`src/rtl/split_trk_pkg.sv`:
```
// Shared definitions for the split_trk transaction-tracking splitter:
// request/response widths, field positions inside a bus slice, FSM state
// encodings and the default error read data.
package split_trk_pkg;

  // FSM state encodings
  localparam logic [1:0] ST_IDLE = 2'd0;
  localparam logic [1:0] ST_BUSY = 2'd1;
  localparam logic [1:0] ST_DERR = 2'd2;
  localparam logic [1:0] ST_TOUT = 2'd3;

  // Read data returned to the master on a decode error or a timeout abort
  localparam logic [31:0] DEF_ERR_DATA = 32'hDEAD_BEEF;

  // Response slice layout {rdata, ready}
  localparam int RESP_READY_POS = 0;
  localparam int RESP_RDATA_LSB = 1;

  // Request slice width: {valid, addr, wdata, wstrb}
  function automatic int req_w(input int addr_w, input int data_w);
    return 1 + addr_w + data_w + data_w / 8;
  endfunction

  // Response slice width: {rdata, ready}
  function automatic int resp_w(input int data_w);
    return data_w + 1;
  endfunction

  // Position of the valid bit inside a request slice
  function automatic int req_valid_pos(input int addr_w, input int data_w);
    return req_w(addr_w, data_w) - 1;
  endfunction

  // LSB of the address field inside a request slice
  function automatic int req_addr_lsb(input int data_w);
    return data_w + data_w / 8;
  endfunction

  // LSB of slave i's request slice in the flattened s_req bus
  function automatic int req_slice_lsb(input int i, input int addr_w, input int data_w);
    return i * req_w(addr_w, data_w);
  endfunction

  // LSB of slave i's response slice in the flattened s_resp bus
  function automatic int resp_slice_lsb(input int i, input int data_w);
    return i * resp_w(data_w);
  endfunction

endpackage

```
`src/rtl/split_trk_dec.sv`:
```
// Slave-select decoder: pulls the select field out of the address and
// flags whether it names an existing slave (N_SLAVES need not be a power
// of two). Purely combinational; shared with the multi-master crossbar.
module split_trk_dec
  import split_trk_pkg::*;
#(
  parameter int N_SLAVES = 2,
  parameter int ADDR_W   = 32,
  parameter int P_SLAVES = ADDR_W - 1,
  localparam int NB      = $clog2(N_SLAVES)
) (
  input  logic [ADDR_W-1:0] addr,
  output logic [NB-1:0]     sel,
  output logic              hit
);

  // One extra bit so the slave count itself is representable
  localparam logic [NB:0] N_LIM = (NB + 1)'(N_SLAVES);

  // Only the select field matters; the rest of the address is don't-care here
  logic unused_addr;
  assign unused_addr = ^addr;

  assign sel = addr[P_SLAVES -: NB];
  assign hit = ({1'b0, sel} < N_LIM);

endmodule

```
`src/rtl/split_trk.sv`:
```
// Address-decoded 1-to-N splitter with transaction tracking. The slave
// selected at the start of a transaction is latched so the response path
// follows the registered select, not the live address. Unmapped selects
// get a one-cycle error response.
// Optional: define SPLIT_TIMEOUT_EN to abort transactions whose slave
// stays not-ready for TIMEOUT busy cycles.
module split_trk
  import split_trk_pkg::*;
#(
  parameter int              N_SLAVES = 2,
  parameter int              ADDR_W   = 32,
  parameter int              DATA_W   = 32,
  parameter int              P_SLAVES = ADDR_W - 1,
  parameter logic [DATA_W-1:0] ERR_DATA = DATA_W'(DEF_ERR_DATA),
  parameter int              TIMEOUT  = 256,
  localparam int             REQ_W    = req_w(ADDR_W, DATA_W),
  localparam int             RESP_W   = resp_w(DATA_W)
) (
  input  logic                       clk,
  input  logic                       rst,
  input  logic [REQ_W-1:0]           m_req,
  output logic [RESP_W-1:0]          m_resp,
  output logic [N_SLAVES*REQ_W-1:0]  s_req,
  input  logic [N_SLAVES*RESP_W-1:0] s_resp,
  input  logic                       err_clr,
  output logic [1:0]                 err
);

  localparam int NB        = $clog2(N_SLAVES);
  localparam int VALID_POS = req_valid_pos(ADDR_W, DATA_W);
  localparam int ADDR_LSB  = req_addr_lsb(DATA_W);

  logic [1:0]        state_q, state_d;
  logic [NB-1:0]     sel_q, sel_d, route_sel;
  logic              hit, route_en, req_valid, resp_ready;
  logic [RESP_W-1:0] route_resp;
  logic              dec_err_set, to_hit;
  logic              err_dec_q, err_to;

  split_trk_dec #(
    .N_SLAVES (N_SLAVES),
    .ADDR_W   (ADDR_W),
    .P_SLAVES (P_SLAVES)
  ) u_dec (
    .addr (m_req[ADDR_LSB +: ADDR_W]),
    .sel  (sel_d),
    .hit  (hit)
  );

  assign req_valid  = m_req[VALID_POS];
  assign resp_ready = route_resp[RESP_READY_POS];

  // Pick the routing target: live decode while idle, latched select while busy
  always_comb begin
    // NOTE: every output gets a default first so no path leaves it unassigned (no latch).
    route_en  = 1'b0;
    route_sel = sel_d;
    case (state_q)
      ST_IDLE: route_en = req_valid && hit;
      ST_BUSY: begin
        route_en  = 1'b1;
        route_sel = sel_q;
      end
      default: ;
    endcase
  end

  // Request demux to the chosen slave and response mux back from it only
  always_comb begin
    s_req      = '0;
    route_resp = '0;
    for (int i = 0; i < N_SLAVES; i++) begin
      if (route_en && (route_sel == NB'(i))) begin
        s_req[req_slice_lsb(i, ADDR_W, DATA_W) +: REQ_W] = m_req;
        route_resp = s_resp[resp_slice_lsb(i, DATA_W) +: RESP_W];
      end
    end
  end

`ifdef SPLIT_TIMEOUT_EN
  localparam int CNT_W = $clog2(TIMEOUT);

  logic [CNT_W-1:0] cnt_q;
  logic             err_to_q;

  // A ready in the last allowed cycle still completes normally
  assign to_hit = (state_q == ST_BUSY) && !resp_ready && (cnt_q == CNT_W'(TIMEOUT - 1));

  // Count busy cycles spent waiting for the slave
  always_ff @(posedge clk or posedge rst) begin
    if (rst) begin
      cnt_q <= '0;
    end else if (state_q == ST_IDLE) begin
      cnt_q <= '0;
    end else if ((state_q == ST_BUSY) && !resp_ready) begin
      cnt_q <= cnt_q + CNT_W'(1);
    end
  end

  // Sticky timeout flag; a new abort beats a simultaneous clear
  always_ff @(posedge clk or posedge rst) begin
    if (rst) begin
      err_to_q <= 1'b0;
    end else begin
      err_to_q <= to_hit | (err_to_q & ~err_clr);
    end
  end

  assign err_to = err_to_q;
`else
  logic unused_timeout;
  assign unused_timeout = (TIMEOUT > 0);
  assign to_hit         = 1'b0;
  assign err_to         = 1'b0;
`endif

  // Next-state logic and decode-error detection
  always_comb begin
    state_d     = state_q;
    dec_err_set = 1'b0;
    case (state_q)
      ST_IDLE: begin
        if (req_valid) begin
          if (!hit) begin
            state_d     = ST_DERR;
            dec_err_set = 1'b1;
          end else if (!resp_ready) begin
            state_d = ST_BUSY;
          end
        end
      end
      ST_BUSY: begin
        if (resp_ready) begin
          state_d = ST_IDLE;
        end else if (to_hit) begin
          state_d = ST_TOUT;
        end
      end
      default: state_d = ST_IDLE;
    endcase
  end

  // Master response: error word in the abort states, routed slave otherwise
  always_comb begin
    case (state_q)
      ST_DERR, ST_TOUT: m_resp = {ERR_DATA, 1'b1};
      default:          m_resp = route_resp;
    endcase
  end

  // State register
  always_ff @(posedge clk or posedge rst) begin
    // NOTE: sequential state uses non-blocking assignments so all flops update together.
    if (rst) begin
      state_q <= ST_IDLE;
    end else begin
      state_q <= state_d;
    end
  end

  // Latch the slave select when a transaction goes multi-cycle
  always_ff @(posedge clk or posedge rst) begin
    if (rst) begin
      sel_q <= '0;
    end else if ((state_q == ST_IDLE) && req_valid && hit && !resp_ready) begin
      sel_q <= sel_d;
    end
  end

  // Sticky decode-error flag; a new error beats a simultaneous clear
  always_ff @(posedge clk or posedge rst) begin
    if (rst) begin
      err_dec_q <= 1'b0;
    end else begin
      err_dec_q <= dec_err_set | (err_dec_q & ~err_clr);
    end
  end

  assign err = {err_to, err_dec_q};

endmodule

```
`config.mk`:
```
export PLATFORM = sky130hd
export DESIGN_NAME = split_trk
export DESIGN_NICKNAME = d
export VERILOG_FILES = /design/src/rtl/split_trk_pkg.sv /design/src/rtl/split_trk_dec.sv /design/src/rtl/split_trk.sv
export SDC_FILE = /design/constraint.sdc
export NUM_CORES = 1
export LEC_CHECK = 0
export BUFFER_PORTS_ARGS = -buffer_cell sky130_fd_sc_hd__buf_4
export CORE_AREA = 2 2 122 124
export DETAILED_ROUTE_END_ITERATION = 8
export DIE_AREA = 0 0 124 126
export PLACE_DENSITY = 0.44
export SLEW_MARGIN = 20
export SYNTH_ARGS = -nofsm -noshare
export SYNTH_HDL_FRONTEND = slang
export SYNTH_SLANG_ARGS = --single-unit
export TNS_END_PERCENT = 30
```
`constraint.sdc`:
```
create_clock -name clk -period 1.25 [get_ports clk]
set_input_delay 0.1875 -clock clk [delete_from_list [all_inputs] [get_ports clk]]
set_output_delay 0.1875 -clock clk [all_outputs]
set_load 0.005 [all_outputs]
```
Word level (Yosys, flattened, before mapping)
Cells that the tools add are included.
- register bits after elaboration: 4
- bits of input ports: 138
- word-level logic and storage cells: 31
- bitwise logic cells: 3
- muxes and demuxes: 11
- reductions and logical operators: 8
- equality and inequality tests: 6
- operator list (operator ; number):
    69-bit 2-to-1 mux ; 2
    33-bit 2-to-1 mux ; 3
    2-bit 2-to-1 mux ; 3
    2-bit != test (second input constant) ; 3
    2-bit == test (second input constant) ; 2
    1-bit logical AND ; 4
    2-bit case mux with 2 select lines ; 1
    3-bit AND reduction ; 1
    2-bit by 1-bit == test with 1-bit output (second input constant) ; 1
    2-bit logical NOT ; 1
    1-bit inverter ; 2
    1-bit case mux with 2 select lines ; 1
    2-bit OR reduction ; 1
    1-bit AND ; 1
    1-bit logical NOT ; 1
    1-bit 2-to-1 mux ; 1

Logic depth before layout (Yosys ltp)
- word-level depth: 9
- depth in mapped cells: 5

Hierarchy
Synthesis repeated with hierarchy kept, for this count alone.
- cells, all modules: 226
- area total of the unflattened synthesis: 1611.5 sq um
- by module, submodules not included (module ; area an instance (sq um) ; instances ; cells an instance ; seq. area each (sq um)):
    split_trk ; 1592.8 ; 1 ; 223 ; 100.1
    split_trk_dec ; 18.8 ; 1 ; 3 ; 0.0

Least setup slack after synthesis
OpenSTA, ideal clock, no wires.
- kind: reg-to-output
- from: register state_q[0]
- to: output port m_resp[0]
- arrival time: 1.205 ns
- setup slack: -0.143 ns
- required time: 1.062 ns
- stages on the path, launching flop included: 6
- cell sequence: dfrtp_1 -> and2_1 -> a21o_1 -> buf_6 -> buf_6 -> a22o_1
- cells in the longest elaborated chain, start to end: 7
- elaborated cells on any way between the ends: 13
- those cells by class: eq/ne (3); mux (5); bitwise (1); reduce/logical (4)
- ends and longest elaborated chain (item ; line ; source):
    from (decl) ; split_trk.sv:33 ; logic [1:0] state_q, state_d;
    from (signal assigned) ; split_trk.sv:157 ; state_q <= state_d;
    2-bit by 1-bit == test with 1-bit output ; split_trk.sv:58 ; case (state_q)
    1-bit 2-to-1 mux ; split_trk.sv:58 ;
    1-bit inverter ; split_trk.sv:73 ; if (route_en && (route_sel == NB'(i))) begin
    1-bit logical AND ; split_trk.sv:73 ;
    33-bit 2-to-1 mux (2 in series) ; split_trk.sv:73 ;
    33-bit 2-to-1 mux * ; split_trk.sv:145 ; case (state_q)
    to (decl) ; split_trk.sv:22 ; output logic [RESP_W-1:0] m_resp,
Mark *: on every way between the ends. The rest lies on a longest branch, timed or not.

Worst setup path after layout
- from: register state_q[0]
- to: output port m_resp[31]
The elaborated chain is that of the path after synthesis.

==> results.ini <==
[place]
dpl_cell_area_sq_um = 4080
pre_cts_ws_ps = -282
portBuffers = 309
gp_congestion = 0.717
dp_hpwl_um = 7640

[timing]
rsz0062_at_grt = true
holdWs_ps = 115
period_share_pct = 142
fmax_mhz = 563
finalHoldViolCount = 0
setup_viol = 172
post-route-min-period_ps = 1780
setup_ws_ps = -525
finalSetupTns_ps = -79420
slew_violations = 0
skew_ps = 2.26

[yosys]
synth_seq_area_share_pct = 5.01
synth_top_area_cell = and2_1
synth_warnings = 0
synth-seq-cells = 3
synth_area_leaders = and2_1 (57%), a22o_1 (19%), dfrtp_1 (5.0%)
synth_cells = 218
syn-num-nets = 356
synth_area_sq_um = 1500
yosys.area.top_type_share_pct = 56.8
synth_cell_types = 19
avgSynthCellArea_sq_um = 6.88

[grt]
grt_pass1_vias = 2535
grt_pass1_wl_um = 12700
grt_antenna_before_repair = 0
grt_max_degree = 54
grt-ovfl-total = 0
track_usage_pct = 10.1

[drt]
drtPass1Iterations = 4
wl_per_cell_um = 14.4
viasPerCell = 3.83
route.detailed.drc = 0
antenna_left = 0
vias = 2734
drt_iter0_markers = 43
routed_wl_um = 10300

[die]
num_rows = 44
die_w_um = 124
core_region_area_sq_um = 14300
die-area_sq_um = 15600
dieHeight_um = 126
start_util_pct = 10.5
io_pins = 311

[pwr]
vdd_ir_drop_max_v = 0.000411
cellPowerDensity_nw_per_um2 = 981
p_leak_nw = 2.45

[layout]
diodes = 0
fillers = 1529
layout.nets = 668
layout_common_cells = buf_4 (299), and2_1 (110), a22o_1 (33)
drive_gt1_share_pct = 69.0
final_area_sq_um = 4480
syn_to_final_growth_pct = 199
final_common_cell = buf_4

[setup_path]
cp_slowest_cell = dfrtp_1
cp-start-kind = flop
criticalPathCategory = flop to output pin
critPathRequiredTime_ps = 1060
reg2reg_slack_ps = -70
worst_setup_path_end_kind = output pin
path_cells = and2_4 > a21o_4 > buf_12 > a22o_1 > buf_4
slowest_delay_ps = 420
path_max_fanout = 47
cp.arrival_ps = 1590

[cts]
cts.sinks = 3
cts_buffers = 3
path_clk_slew_ps = 30
root_buffer = clkbuf_16
cts.htree.levels = 1
clockBufferDepth = 2
insertion_delay_ps = 230
tritoncts = yes

[flow_run]
maxCapViolCount = 0

[status]
outcome = finished, violations left
violations = negative setup slack

[min_path]
holdCritPathClass = primary input to flop

==> final timing paths <==
| path | start | end | depth (start not counted) |
|---|---|---|---|
| worst min-delay path | err_clr | err_dec_q$_DFF_PP0_ | 2 |
| max in group asynchronous | rst | sel_q$_DFFE_PP0P_ | 3 |
| worst max-delay path | state_q[0]$_DFFE_PP0P_ | m_resp[31] | 5 |
| min in group asynchronous | rst | err_dec_q$_DFF_PP0_ | 3 |
| worst max register to register | state_q[0]$_DFFE_PP0P_ | state_q[0]$_DFFE_PP0P_ | 4 |
| worst min register to register | err_dec_q$_DFF_PP0_ | err_dec_q$_DFF_PP0_ | 1 |
==> cell usage after synthesis, drive strengths merged <==
| master | instances |
|---|---|
| and2 | 136 |
| a22o | 33 |
| buf | 18 |
| clkbuf | 6 |
| inv | 5 |
| dfrtp | 3 |
| nor2 | 3 |
| nor2b | 3 |
| mux2i | 2 |
| nand2b | 2 |
| o31ai | 2 |
| a21o | 1 |
| a21oi | 1 |
| conb | 1 |
| o21ai | 1 |
| o22ai | 1 |
==> metal layers <==
metal | up-vias | part of all wire, % | GRT usage, %
met3 | 4 | 8.8 | 1.27
met4 | 0 | 0.26 | 1.19
met2 | 176 | 57 | 21.0
met1 | 1227 | 34 | 10.7
li1 | 1327 | - | -
met5 | - | 0 | 0
==> layout make-up <==
cell class              instances  area [sq um]  area share [%]
inverters                       5          18.8           0.419
repair buffers                331          2730            60.9
flip-flops and latches          3          75.1            1.68
clock buffers                   4          78.8            1.76
multi-input cells             186          1350            30.1
well taps                     184           230            5.14
==> critical path, delay by kind of cell, from the launching register on <==
kind            cells  cell delay [ps]
simple gates        1              170
flops               1              420
buf+inv             2              310
compound gates      2              450
==> power breakdown <==
group          total [mW]  internal [mW]  switching, mW  leakage (nW)
combinational        3.75           2.35           1.40          2.37
sequential          0.135          0.115         0.0196        0.0383
clock               0.511          0.421         0.0900        0.0382
==> stage by stage <==
stage / utilization, % / total power [mW] / cells
floorplan: - / 1.53 / 218
global placement: 28.5 / 3.41 / 699
detailed placement: 28.5 / 3.38 / 699
CTS: 29.5 / 4.02 / 705
global route: 31.3 / 4.75 / 713
finish: 31.3 / 4.39 / 713
==> timing repair <==
action	4_1_cts	5_1_grt
hold buffers	1	0
cloned	1	6
buffers inserted	0	2
endpoints found under the hold margin	3	0
endpoints found under the setup margin	172	172
gates resized for setup	8	36
pin swaps	7	23
==> registers in the layout (all words and copies together), names as in the netlist <==
| signal | flops |
|---|---|
| err_dec_q | 1 |
| sel_q | 1 |
| state_q | 1 |
==> kinds of logic (layout without fill, tap and decap cells) <==
family / after synthesis / count (layout) / share of synthesized area (%)
AND/OR/NAND/NOR: 144 / 144 / 60.1
AO/OA/AOI/OAI: 39 / 39 / 22.1
buffers and inverters: 29 / 340 / 11.2
flip-flops: 3 / 3 / 5.01
multiplexers: 2 / 2 / 1.34
other: 1 / 1 / 0.250
Note: power is estimated with default switching activity, not from simulation.
